### config.mk
export PLATFORM = sky130hd
export DESIGN_NAME = ram_arbiter_ctrl
export DESIGN_NICKNAME = d
export VERILOG_FILES = /design/src/rtl/ram_arbiter_ctrl.sv
export SDC_FILE = /design/constraint.sdc
export NUM_CORES = 1
export LEC_CHECK = 0
export CORE_ASPECT_RATIO = 0.75
export CORE_MARGIN = 1.5
export CORE_UTILIZATION = 44
export CTS_BUF_LIST = sky130_fd_sc_hd__clkbuf_2
export DETAILED_ROUTE_END_ITERATION = 8
export GPL_ROUTABILITY_DRIVEN = 1
export PLACE_DENSITY = 0.87
export SYNTH_ARGS = -nofsm -noshare
export SYNTH_HDL_FRONTEND = slang
export SYNTH_SLANG_ARGS = --single-unit
### constraint.sdc
create_clock -name clk -period 1.9 [get_ports clk]
set_input_delay 0.475 -clock clk [delete_from_list [all_inputs] [get_ports clk]]
set_output_delay 0.475 -clock clk [all_outputs]
set_load 0.02 [all_outputs]
### src/rtl/ram_arbiter_ctrl.sv
// Round-robin arbiter that shares the single-port SPI-side RAM between NUM_REQ requesters.
// Each granted request becomes an address command, a data/read command, an optional read wait, and a one-cycle response.
module ram_arbiter_ctrl #(
    parameter int NUM_REQ   = 2,
    parameter int ADDR_SIZE = 8,
    parameter int TIMEOUT   = 8,
    localparam int IDW      = $clog2(NUM_REQ)
) (
    input  logic                         clk,
    input  logic                         rst,
    input  logic [NUM_REQ-1:0]           req_valid,
    input  logic [NUM_REQ-1:0]           req_we,
    input  logic [NUM_REQ*ADDR_SIZE-1:0] req_addr,
    input  logic [NUM_REQ*ADDR_SIZE-1:0] req_wdata,
    output logic [NUM_REQ-1:0]           req_ready,
    output logic [NUM_REQ-1:0]           rsp_valid,
    output logic [ADDR_SIZE-1:0]         rsp_rdata,
    output logic                         rsp_err,
    output logic [ADDR_SIZE+1:0]         ram_din,
    output logic                         ram_rx_valid,
    input  logic [ADDR_SIZE-1:0]         ram_dout,
    input  logic                         ram_tx_valid,
    output logic                         busy,
    output logic [IDW-1:0]               grant_id
);

    localparam int CW = $clog2(TIMEOUT + 1);
    localparam logic [CW-1:0] TMAX = CW'(TIMEOUT - 1);

    typedef enum logic [2:0] {IDLE, ADDR, DATA, WAIT_RD, RESP} state_t;

    state_t                state, next_state;
    logic [IDW-1:0]        rr_ptr;
    logic [IDW-1:0]        grant_idx;
    logic [IDW-1:0]        cand;
    logic                  any_valid;
    logic                  found;
    logic                  sel_we;
    logic [ADDR_SIZE-1:0]  sel_addr;
    logic [ADDR_SIZE-1:0]  sel_wdata;
    logic                  lat_we;
    logic [ADDR_SIZE-1:0]  lat_addr;
    logic [ADDR_SIZE-1:0]  lat_wdata;
    logic [ADDR_SIZE-1:0]  rdata;
    logic                  err;
    logic [CW-1:0]         tcnt;

    // Scan starts just past the last winner, so the last winner gets the lowest priority.
    always_comb begin
        any_valid = |req_valid;
        grant_idx = '0;
        found     = 1'b0;
        cand      = '0;
        for (int k = 1; k <= NUM_REQ; k++) begin
            cand = IDW'((int'(rr_ptr) + k) % NUM_REQ);
            if (!found && req_valid[cand]) begin
                found     = 1'b1;
                grant_idx = cand;
            end
        end
    end

    always_comb begin
        sel_we    = 1'b0;
        sel_addr  = '0;
        sel_wdata = '0;
        for (int i = 0; i < NUM_REQ; i++) begin
            if (grant_idx == IDW'(i)) begin
                sel_we    = req_we[i];
                sel_addr  = req_addr[i*ADDR_SIZE +: ADDR_SIZE];
                sel_wdata = req_wdata[i*ADDR_SIZE +: ADDR_SIZE];
            end
        end
    end

    always_ff @(posedge clk) begin
        if (rst) begin
            state <= IDLE;
        end else begin
            state <= next_state;
        end
    end

    always_comb begin
        next_state = state;
        case (state)
            IDLE:    if (any_valid) next_state = ADDR;
            ADDR:    next_state = DATA;
            DATA:    next_state = lat_we ? RESP : WAIT_RD;
            WAIT_RD: if (ram_tx_valid || tcnt == TMAX) next_state = RESP;
            RESP:    next_state = IDLE;
            default: next_state = IDLE;
        endcase
    end

    // The address is re-sent on every transaction because the RAM's address registers are shared.
    always_ff @(posedge clk) begin
        if (rst) begin
            rr_ptr    <= IDW'(NUM_REQ - 1);
            grant_id  <= '0;
            lat_we    <= 1'b0;
            lat_addr  <= '0;
            lat_wdata <= '0;
            rdata     <= '0;
            err       <= 1'b0;
            tcnt      <= '0;
        end else begin
            case (state)
                IDLE: begin
                    if (any_valid) begin
                        lat_we    <= sel_we;
                        lat_addr  <= sel_addr;
                        lat_wdata <= sel_wdata;
                        grant_id  <= grant_idx;
                        rr_ptr    <= grant_idx;
                        rdata     <= '0;
                        err       <= 1'b0;
                    end
                end
                DATA: tcnt <= '0;
                WAIT_RD: begin
                    if (ram_tx_valid) begin
                        rdata <= ram_dout;
                        err   <= 1'b0;
                    end else if (tcnt == TMAX) begin
                        rdata <= '0;
                        err   <= 1'b1;
                    end else begin
                        tcnt <= tcnt + CW'(1);
                    end
                end
                default: ;
            endcase
        end
    end

    always_comb begin
        req_ready    = '0;
        rsp_valid    = '0;
        rsp_rdata    = '0;
        rsp_err      = 1'b0;
        ram_din      = '0;
        ram_rx_valid = 1'b0;
        case (state)
            IDLE: if (any_valid && !rst) req_ready[grant_idx] = 1'b1;
            ADDR: begin
                ram_rx_valid = 1'b1;
                ram_din      = {(lat_we ? 2'b00 : 2'b10), lat_addr};
            end
            DATA: begin
                ram_rx_valid = 1'b1;
                ram_din      = lat_we ? {2'b01, lat_wdata} : {2'b11, {ADDR_SIZE{1'b0}}};
            end
            RESP: begin
                rsp_valid[grant_id] = 1'b1;
                rsp_rdata           = rdata;
                rsp_err             = err;
            end
            default: ;
        endcase
    end

    assign busy = (state != IDLE);

endmodule

==> qor.yml <==
place.gp.congestion: 0.756
syn-num-nets: 253
die_y_um: 58.5
cts.clk_slew.worst_paths_ps: 180
crit_family: "buffers and inverters"
final_cells: 352
dpl.hpwl_mm: 3.50
die_width_um: 77.0
leakage_nw: 1.21
fin_worst_skew_ps: 22.5
crit_type: "in -> out"
final_nets: 347
synth_area_leaders: "dfxtp_1 (39%), mux2i_1 (9.4%), nor2_1 (6.9%), a211oi_1 (6.6%), a22o_1 (3.9%)"
hold_ws_ps: 505
core_um2: 3800
final.setup.worst_slack_ps: -126
htreeDepth: 2
slew_headroom_pct: 67.1
grt_pass1_vias: 1842
critPathMaxFanout: 3
min_period_ps: 2030
drtIter0Drc: 151
holdCritStartpoint: "rdata[2]$_SDFFE_PP0P_"
slew_viol_final: 0
grt_max_degree: 35
n_fill_cell: 271
startpoint_type: "primary input"
reg2reg_depth: 7
crit_chain: "clkdlybuf4s50_1, a21boi_4, nand2_4, nor2_4, buf_6"
synth_top_area_share_pct: 38.8
cp_num_buf_inv: 2
holdBufCountCts: 0
synthXorXnorAreaFrac_pct: 0.484
hold_viol: 0
start_util_pct: 47.5
syn-instance-count: 205
synth.area.mux_share_pct: 9.41
fmax_mhz: 494
yosysWarnings: 0
tritoncts: "yes"
final-seq-area_um2: 709
yosysTopAreaCell: "dfxtp_1"
grt_pass1_wl_mm: 8.51
cp-end-kind: "output pin"
netlist_area_um2: 1810
rsz0062_at_grt: "true"
cts_sinks: 35
synth_cell_type_count: 40
area_growth_pct: 64.5
place_inst: 336
drive_gt1_share_pct: 34.3
seq_area_frac_synth_pct: 38.8
arrival_ps: 1550
synth-compound-area-share_pct: 21.7
row_count: 19
reg2reg_from: "state[0]$_SDFFE_PP0P_"
synth_adder_area_share_pct: 0.692
slowest_delay_ps: 490
clockRootBuffer: "clkbuf_2"
setup_viol: 23
routed_via_density: 5.49
multi_input_area_um2: 1150
ir_drop_mv: 0.553
portBuffers: 72
synth_top_family_by_area: "simple AND/OR/NAND/NOR gates"
routed_wl_mm: 5.37
reg2reg_to: "rdata[1]$_SDFFE_PP0P_"
firstDrtPassIters: 4
grt.total_usage_pct: 24.3
num_antenna_cells: 0
cap_viol_max_count: 0
cp_data_required_time_ps: 1420
tightest_slew_ps: 491
yosys.area_share.simple_pct: 22.1
design.die.area_um2: 4510
clockBufferDepth: 2
syn_avg_cell_area_um2: 8.82
crit_start: "req_valid[0]"
synth_seq_cells: 35
cts_buffers: 5
ant_nets: 0
cp_slowest_cell: "clkdlybuf4s50_1"
grt_antenna_before_repair: 0
layout_commonest_cell: "clkdlybuf4s50_1"
holdPathEnd: "rdata[2]$_SDFFE_PP0P_"
holdPathStages: 1
finalCritPeriodShare_pct: 107
overflow: 0
clkLatencyLatePin_ps: 420
num_vias: 1934
ff2ff_setup_slack_ps: 120
hold_path.class: "reg -> reg"
final_util_pct: 78.2
final_cell_mix: "clkdlybuf4s50_1 (45), buf_4 (37), dfxtp_1 (32)"
power_density_nw_per_um2: 690
outcome: "finished with violations"
violations: "negative setup slack"
ios: 73
drc: 0
wl_per_cell_um: 15.3
==> cell families after synthesis <==
family | Yosys count
and+or+nand+nor | 77
AOI/OAI and AO/OA | 53
DFF | 35
buffers and inverters | 21
muxes | 17
xor gates and xnor gates | 1
adders and majority gates | 1
==> cell type report <==
type | instances | area share, %
inverters | 2 | 0.252
well taps | 52 | 2.19
repair buffers | 106 | 33.7
flip-flops and latches | 35 | 23.9
clock inverters | 2 | 0.421
multi-input cells | 149 | 38.6
clock buffers | 6 | 1.01
==> repair_timing <==
item,in CTS,in global routing
gates resized for setup,167,24
pin swaps,14,5
endpoints found under the setup margin,26,25
gates cloned,1,0
setup buffers,4,3
==> synthesized netlist by cell type (all sizes together) <==
cell and count:
dfxtp 35, nor2 33, a211oi 18, mux2i 17, and3 10, buf 10
a22oi 9, clkbuf 9, a22o 8, a21oi 7, nand2 7, nor3 6
nand3 5, a31oi 4, nor2b 3, o21ai 3, and3b 2, inv 2
nor3b 2, nor4 2, or2 2, a2111oi 1, a21boi 1, a221o 1
ha 1, nand2b 1, nand4b 1, nor4b 1, o21a 1, or3 1
or4 1, xnor2 1
==> sequential cells by signal, summed over array words and instances, names as in the netlist <==
name,count
err,1
grant_id,1
lat_addr,8
lat_wdata,8
lat_we,1
rdata,8
rr_ptr,1
state,3
tcnt,4
==> worst max path at each step <==
stage                     cells after the start            to  slack (ps)
after floorplan                               3  rsp_valid[0]           2
after global placement                        5  req_ready[1]        -540
after detailed placement                      5  req_ready[1]        -580
after CTS                                     6    ram_din[7]        -110
after global routing                          4    ram_din[3]        -170
final                                         5  req_ready[1]        -130
==> metal layers <==
layer,vias up,global-route usage (%),wire length (µm)
met4,0,10.9,124
met1,917,28.6,2300
met3,13,6.05,328
met5,-,0,0
li1,938,-,-
met2,66,42.7,2610
==> where the power goes <==
part           internal, mW  leakage [nW]  switching, mW  total (mW)
clock network        0.0935        0.0290          0.264       0.358
registers             0.809         0.289         0.0521       0.862
logic                 0.435         0.892          0.397       0.832
==> stage by stage <==
stage / cell area [µm²] / power, mW / setup TNS [ps] / worst slack (ps)
after floorplan: 1810 / 1.25 / 0 / 2.40
after global placement: 2690 / 1.54 / -6420 / -543
after detailed placement: 2690 / 1.56 / -7410 / -577
after CTS: 2860 / 1.98 / -1240 / -105
after global routing: 2970 / 2.16 / -3290 / -170
final: 2970 / 2.05 / -1540 / -126
(Power assumes the default switching activity.)
